$ cat src/rtl/cluster_hart_scheduler_pkg.sv
// Shared definitions for the cluster hart scheduler: FSM state codes and the
// default time-slice length.
package cluster_hart_scheduler_pkg;

    typedef enum logic [1:0] {
        HS_RUN    = 2'd0,
        HS_DRAIN  = 2'd1,
        HS_SWITCH = 2'd2
    } hs_state_e;

    localparam int HS_DEFAULT_QUANTUM = 1024;

endpackage

$ cat src/rtl/cluster_hart_scheduler_rr_next_hart.sv
// Combinational wrap-around first-set finder: returns the first set bit of mask
// scanning start+1 .. N-1, 0 .. start-1 (start itself is never chosen).
module rr_next_hart #(
    parameter int N     = 1,
    parameter int SEL_W = 1
) (
    input  logic [N-1:0]     mask,
    input  logic [SEL_W-1:0] start,
    output logic [SEL_W-1:0] idx,
    output logic             found
);

    logic [SEL_W-1:0] idx_s;
    logic             found_s;
    int               pos_s;

    // priority scan in wrap order; the first hit wins
    always_comb begin
        idx_s   = {SEL_W{1'b0}};
        found_s = 1'b0;
        pos_s   = 0;
        for (int k = 1; k < N; k++) begin
            pos_s = (int'(start) + k) % N;
            if (!found_s && mask[pos_s]) begin
                idx_s   = SEL_W'(pos_s);
                found_s = 1'b1;
            end else begin
                found_s = found_s;
            end
        end
    end

    assign idx   = idx_s;
    assign found = found_s;

endmodule

$ cat src/rtl/cluster_hart_scheduler.sv
// Time-slice scheduler for harts sharing the cluster MMU / interconnect port.
// Optional interrupt-priority selection is enabled by HART_SCHED_IRQ_PRIO_EN.
module cluster_hart_scheduler
    import cluster_hart_scheduler_pkg::*;
#(
    parameter int N_HARTS = 1,
    parameter int QUANTUM = HS_DEFAULT_QUANTUM,
    parameter int SEL_W   = ($clog2(N_HARTS) > 0) ? $clog2(N_HARTS) : 1,
    localparam int CNT_W  = $clog2(QUANTUM + 1)
) (
    input  logic               CLK,
    input  logic               RST,
    input  logic               w_mode_is_cpu,
    input  logic               w_next_mode_is_mc,
    input  logic               w_safe_point,
    input  logic               w_shared_busy,
    input  logic [N_HARTS-1:0] w_hart_runnable,
    input  logic [N_HARTS-1:0] w_hart_irq,
    output logic [SEL_W-1:0]   w_hart_sel,
    output logic [N_HARTS-1:0] w_hart_busy,
    output logic               w_switch,
    output logic [CNT_W-1:0]   w_slice_cnt
);

    hs_state_e          state_r;
    hs_state_e          state_nxt_s;
    logic [SEL_W-1:0]   sel_r;
    logic [SEL_W-1:0]   next_sel_r;
    logic [CNT_W-1:0]   cnt_r;
    logic               latch_s;
    logic               cnt_sat_s;
    logic               expired_s;
    logic               irq_force_s;
    logic [SEL_W-1:0]   rr_idx_s;
    logic               rr_found_s;
    logic [SEL_W-1:0]   cand_s;
    logic               has_cand_s;
    logic [N_HARTS-1:0] busy_s;

    rr_next_hart #(
        .N     (N_HARTS),
        .SEL_W (SEL_W)
    ) u_rr_runnable (
        .mask  (w_hart_runnable),
        .start (sel_r),
        .idx   (rr_idx_s),
        .found (rr_found_s)
    );

`ifdef HART_SCHED_IRQ_PRIO_EN
    logic [SEL_W-1:0] irq_idx_s;
    logic             irq_found_s;

    rr_next_hart #(
        .N     (N_HARTS),
        .SEL_W (SEL_W)
    ) u_rr_irq (
        .mask  (w_hart_runnable & w_hart_irq),
        .start (sel_r),
        .idx   (irq_idx_s),
        .found (irq_found_s)
    );

    // an interrupting hart pre-empts the slice unless the owner is also interrupted
    assign cand_s      = irq_found_s ? irq_idx_s : rr_idx_s;
    assign irq_force_s = irq_found_s & ~w_hart_irq[sel_r];
`else
    logic unused_irq_s;

    assign cand_s       = rr_idx_s;
    assign irq_force_s  = 1'b0;
    assign unused_irq_s = ^w_hart_irq;
`endif

    // any runnable irq hart is also runnable, so round-robin "found" covers both
    assign has_cand_s = rr_found_s;
    assign cnt_sat_s  = (cnt_r == CNT_W'(QUANTUM));
    assign expired_s  = cnt_sat_s | ~w_hart_runnable[sel_r] | irq_force_s;

    // next-state decode; a switch is only committed at a safe point in CPU mode
    always_comb begin
        state_nxt_s = state_r;
        latch_s     = 1'b0;
        case (state_r)
            HS_RUN: begin
                if (expired_s && has_cand_s) begin
                    state_nxt_s = HS_DRAIN;
                end else begin
                    state_nxt_s = HS_RUN;
                end
            end
            HS_DRAIN: begin
                if (!has_cand_s) begin
                    state_nxt_s = HS_RUN;
                end else if (w_safe_point && w_mode_is_cpu && !w_next_mode_is_mc) begin
                    state_nxt_s = HS_SWITCH;
                    latch_s     = 1'b1;
                end else begin
                    state_nxt_s = HS_DRAIN;
                end
            end
            HS_SWITCH: begin
                state_nxt_s = HS_RUN;
            end
            default: begin
                state_nxt_s = HS_RUN;
            end
        endcase
    end

    // state, owner select, pending select and slice counter
    always_ff @(posedge CLK) begin
        if (RST) begin
            state_r    <= HS_RUN;
            sel_r      <= {SEL_W{1'b0}};
            next_sel_r <= {SEL_W{1'b0}};
            cnt_r      <= {CNT_W{1'b0}};
        end else begin
            state_r <= state_nxt_s;
            case (state_r)
                HS_SWITCH: begin
                    sel_r <= next_sel_r;
                    cnt_r <= {CNT_W{1'b0}};
                end
                HS_RUN, HS_DRAIN: begin
                    if (w_mode_is_cpu && !cnt_sat_s) begin
                        cnt_r <= cnt_r + CNT_W'(1);
                    end else begin
                        cnt_r <= cnt_r;
                    end
                end
                default: begin
                    cnt_r <= cnt_r;
                end
            endcase
            if (latch_s) begin
                next_sel_r <= cand_s;
            end else begin
                next_sel_r <= next_sel_r;
            end
        end
    end

    // during SWITCH every hart is stalled so the old hart's MMU request drains cleanly
    always_comb begin
        busy_s = {N_HARTS{1'b1}};
        for (int g = 0; g < N_HARTS; g++) begin
            busy_s[g] = (SEL_W'(g) != sel_r) | (state_r == HS_SWITCH) | w_shared_busy;
        end
    end

    assign w_hart_busy = busy_s;
    assign w_hart_sel  = sel_r;
    assign w_switch    = (state_r == HS_SWITCH);
    assign w_slice_cnt = cnt_r;

endmodule

$ cat config.mk
export PLATFORM = sky130hd
export DESIGN_NAME = cluster_hart_scheduler
export DESIGN_NICKNAME = d
export VERILOG_FILES = /design/src/rtl/cluster_hart_scheduler_pkg.sv /design/src/rtl/cluster_hart_scheduler_rr_next_hart.sv /design/src/rtl/cluster_hart_scheduler.sv
export SDC_FILE = /design/constraint.sdc
export NUM_CORES = 1
export LEC_CHECK = 0
export ABC_AREA = 0
export ABC_CLOCK_PERIOD_IN_PS = 3410
export BUFFER_PORTS_ARGS = -buffer_cell sky130_fd_sc_hd__buf_2
export CAP_MARGIN = 20
export CORE_AREA = 2 2 39 41
export CTS_BUF_LIST = sky130_fd_sc_hd__clkbuf_4 sky130_fd_sc_hd__clkbuf_8
export CTS_CLUSTER_SIZE = 25
export DETAILED_ROUTE_END_ITERATION = 8
export DIE_AREA = 0 0 41 43
export GPL_TIMING_DRIVEN = 0
export PLACE_DENSITY = 0.88
export RECOVER_POWER = 25
export SLEW_MARGIN = 20
export SYNTH_ARGS = -nofsm -noshare
export SYNTH_HDL_FRONTEND = slang
export SYNTH_SLANG_ARGS = --single-unit
export TNS_END_PERCENT = 10
$ cat constraint.sdc
create_clock -name CLK -period 3.41 [get_ports CLK]
set_input_delay 0.682 -clock CLK [delete_from_list [all_inputs] [get_ports CLK]]
set_output_delay 0.682 -clock CLK [all_outputs]
set_load 0.005 [all_outputs]
======== Yosys cells after proc, flatten, opt, wreduce, memory -nomap -nowiden ========
Cells that the tools add are included.
storage, ports and cells
  bits of input ports ..................... 8
  flip-flop bits (word level) ............. 11
  output and inout bits ................... 14
cells by class
  equality and inequality tests ........... 1
  reductions and logical operators ........ 2
  multiplexer cells ....................... 1
  $add $sub $neg .......................... 1
operators by type and width
  cell                     count
  $add A11 B1 Y11 const B  1
  $eq A11 B11 Y1 const B   1
  $mux W11                 1
  $logic_and A1 B1 Y1      1
  $logic_not A1 Y1         1

======== Logic depth before layout (Yosys ltp) ========
  depth after elaboration ................. 4
  mapped depth ............................ 5
  mapped depth without buffers ............ 5

======== Cells and area by module ========
Synthesis repeated with hierarchy kept, for this count alone.
unflattened totals
  cell total of the unflattened synthesis .. 97
  area, all modules ....................... 882.1 um^2
by module, submodules not included
  module                  area each (um^2)  times used  cells an instance  seq. area each (um^2)
  cluster_hart_scheduler  863.3             1           94                 300.3
  rr_next_hart            18.8              1           3                  0.0

======== Least setup slack after synthesis ========
OpenSTA, ideal clock, no wires.
  kind .................................... input to register
  start point ............................. input w_mode_is_cpu
  end point ............................... register cnt_r[10], in the netlist w_slice_cnt[10]
  cell stages on the path ................. 4
  data required time ...................... 3.339 ns
  library setup time ...................... 0.071 ns
  path slack .............................. 1.758 ns
  arrival ................................. 1.582 ns
  cells stage by stage .................... buf_6 -> nand4_2 -> or4_1 -> a21oi_1
on the way
  longest elaborated chain between the ends .. 1
ends and longest elaborated chain
  element               line                           source
  from (decl)           cluster_hart_scheduler.sv:13   input logic w_mode_is_cpu,
  $logic_and A1 B1 Y1   cluster_hart_scheduler.sv:126  if (w_mode_is_cpu && !cnt_sat_s) begin
  to (signal assigned)  cluster_hart_scheduler.sv:127  cnt_r <= cnt_r + CNT_W'(1);
  to (signal assigned)  cluster_hart_scheduler.sv:129  cnt_r <= cnt_r;
  to (signal assigned)  cluster_hart_scheduler.sv:133  cnt_r <= cnt_r;
  to (decl)             cluster_hart_scheduler.sv:29   logic [CNT_W-1:0] cnt_r;
Every way passes these cells.
A chain may end at the register's enable or synchronous reset.

======== Final worst setup path ========
  start point ............................. register cnt_r[2], in the netlist w_slice_cnt[2]
  end point ............................... register cnt_r[9], in the netlist w_slice_cnt[9]
on the way
  longest elaborated chain between the ends .. 3
  elaborated cells between the ends (all ways) .. 5
ends and longest elaborated chain
  element                                                  line                           source
  from (signal assigned)                                   cluster_hart_scheduler.sv:117  cnt_r <= {CNT_W{1'b0}};
  from (signal assigned)                                   cluster_hart_scheduler.sv:123  cnt_r <= {CNT_W{1'b0}};
  from (signal assigned)                                   cluster_hart_scheduler.sv:127
  branches (longest 3 deep; another with $add A11 B1 Y11)  n/a
Several ways; the timed one is not identified. The select of a mux whose other input is x is not followed.

==> results.cfg <==
[final_layout]
diodes = 0
instances_no_fill = 113
drive_gt1_share_pct = 24.7
nNetsFinal = 108
area_growth_pct = 16.2
fillerInstances = 138
multi_input_area_um2 = 380
largest_reg_flops = 11
ff_latch_area_um2 = 220

[floorplanning]
core_area_um2 = 1380
start_util_pct = 47.9
fp.dieW_um = 41
fp.dieH_um = 43
io_pins = 22
dieArea_um2 = 1760
rows = 14

[detailed_routing]
routed_wl_mm = 1.52
antenna_left = 0
post-route-drc-count = 0
wl_per_cell_um = 13.5
firstDrtPassIters = 4
drt_iter0_markers = 24
via_count = 664
avgViaCountPerCell = 5.88

[timing]
rsz0062_at_grt = false
period_share_pct = 51.8
clock_skew_ns = 0.00160
slew_headroom_pct = 62.4
timing.final.crit_period_ns = 1.77
hold_viol_final = 0
tns_ns = 0
drv_slew = 0
tightest_slew_ns = 0.558
whs_ns = 0.517
max_freq_mhz = 566
setup_viol = 0

[clock_tree]
insertion_delay_ns = 0.27
ctsHoldBuffers = 0
cts_buffers = 3
cts_max_path_buffers = 2
cts.sinks = 11
cts_resized = 0
cts-htree-levels = 1
post_cts_buffers = 0
cts_root_buf = clkbuf_4
cts.reportedPaths.clkPinSlew_ns = 0.07
cts_tree = done

[placement]
io_buffer_count = 13
gp_congestion = 0.747
place_inst = 109

[logic_synthesis]
synth_largest_area_cell = dfxtp_1
ys_ff_latch = 11
netlist_area_um2 = 663
synth.distinct_cells = 27
netlist_top_cells_area = dfxtp_1, a21oi_1, buf_4
synth-seq-area-share_pct = 33.2
synth_top_area_share_pct = 33.2
ys_warn_count = 0
synth.avg_cell_area_um2 = 8.39
synth_cells = 79

[global_routing]
grt_pass1_wl_mm = 2.13
gr-total-overflow = 0
track_usage_pct = 17.9
antenna_found_initial = 0
grt_pass1_vias = 521
grt_max_degree = 11

[hold_path]
whs_path_depth = 2
hold_path.class = reg -> reg

[power_and_ir_drop]
swShare_pct = 27.8
seqPwrFrac_pct = 49.1
ir_worst_vdd_v = 0.000236
power.total_w = 0.000294
switching_power_w = 0.0000817
p_int_w = 0.000212
combPwrFrac_pct = 17.3
leakage_nw = 0.312
powerDensity_nw_per_um2 = 382
p_clk_share_pct = 33.5

[worst_setup_path]
cp.required_ns = 3.61
path_max_fanout = 10
crit_type = reg -> reg
cp.arrival_ns = 1.97
critPathLaunchType = register
cp-end-kind = register
reg2reg_depth = 4

[run_status]
status = complete, no violations

[job]
max_cap_viol_count = 0
==> worst max-delay path, cell delays in order, from the launching register on <==
cell,delay [ns]
dfxtp_1,0.34
clkbuf_1,0.34
nand4_1,0.29
or4_1,0.57
a21oi_1,0.16
==> cells in the mapped netlist <==
cell type and count:
or3_2 2, nor4_1 1, a21oi_1 9, and3b_1 1
nor2b_1 3, nor2_1 2, buf_6 1, or4_1 3
buf_4 5, ha_1 2, nor3b_1 3, xor2_1 2
inv_1 2, nand3_1 4, nor4b_1 1, or3_1 2
nand2_1 4, nand4_2 2, o31ai_1 2, conb_1 1
nand4_1 6, clkbuf_1 1, nand2b_1 1, o21ai_0 6
or4b_1 1, a311o_1 1, dfxtp_1 11
==> final cells by class <==
type,instances,area share [%]
Buffer,7,6.33
Sequential cell,11,28.6
Timing Repair Buffer,13,8.28
Tap cell,16,2.60
Multi-Input combinational cell,60,49.4
Clock buffer,4,3.90
Inverter,2,0.974
==> layer usage <==
metal / share of wire, % / GRT usage (%) / vias up
li1: - / - / 327
met1: 41 / 21.4 / 307
met2: 51 / 27.5 / 28
met3: 7.2 / 6.28 / 2
met4: 0.92 / 8.00 / 0
met5: 0 / 0 / -
==> power by group through the flow <==
| stage | clock [W] | sequential [W] | combinational, W |
|---|---|---|---|
| 2_1_floorplan | 0 | 0.000146 | 0.0000362 |
| 3_5_place_dp | 0 | 0.000148 | 0.0000515 |
| 3_3_place_gp | 0 | 0.000147 | 0.0000488 |
| 6_report | 0.0000986 | 0.000145 | 0.0000510 |
| 5_1_grt | 0.000103 | 0.000146 | 0.0000569 |
| 4_1_cts | 0.000103 | 0.000145 | 0.0000521 |
==> worst paths after layout <==
check                                     start               to  slack (ns)
worst min-delay path            w_slice_cnt[10]  w_slice_cnt[10]        0.52
worst max-delay path             w_slice_cnt[2]   w_slice_cnt[9]        1.64
worst max register to register   w_slice_cnt[2]   w_slice_cnt[9]        1.64
worst min register to register  w_slice_cnt[10]  w_slice_cnt[10]        0.52
==> per-stage QoR <==
stage | util, % | worst slack (ns) | instance area [µm²]
4_1_cts | 56.5 | 1.80 | 782
3_3_place_gp | 54.3 | 1.70 | 752
6_report | 55.7 | 1.64 | 771
2_1_floorplan | - | 1.76 | 667
3_5_place_dp | 54.3 | 1.68 | 752
5_1_grt | 55.7 | 1.54 | 771
==> layout by cell type, fill, tap and decap left out, drive strengths merged <==
cell    Yosys  layout
nor2        2       2
inv         2       2
buf         6      17
and3b       1       1
o31ai       2       2
or4         3       3
nor2b       3       3
nor3b       3       3
nor4b       1       1
ha          2       2
xor2        2       2
nor4        1       1
clkbuf      1       7
nand2b      1       1
nand3       4       4
nand2       4       4
dfxtp      11      11
or4b        1       1
conb        1       2
nand4       8       8
o21ai       6       6
a21oi       9       9
a311o       1       1
or3         4       4
==> cells by family after synthesis <==
kind of cell	share of synthesized area (%)
xor+xnor	2.64
simple gates	35.7
other cells	0.565
fa+ha+maj	3.77
buf+inv	9.06
compound gates	15.1
flops	33.2
(Power assumes the default switching activity.)
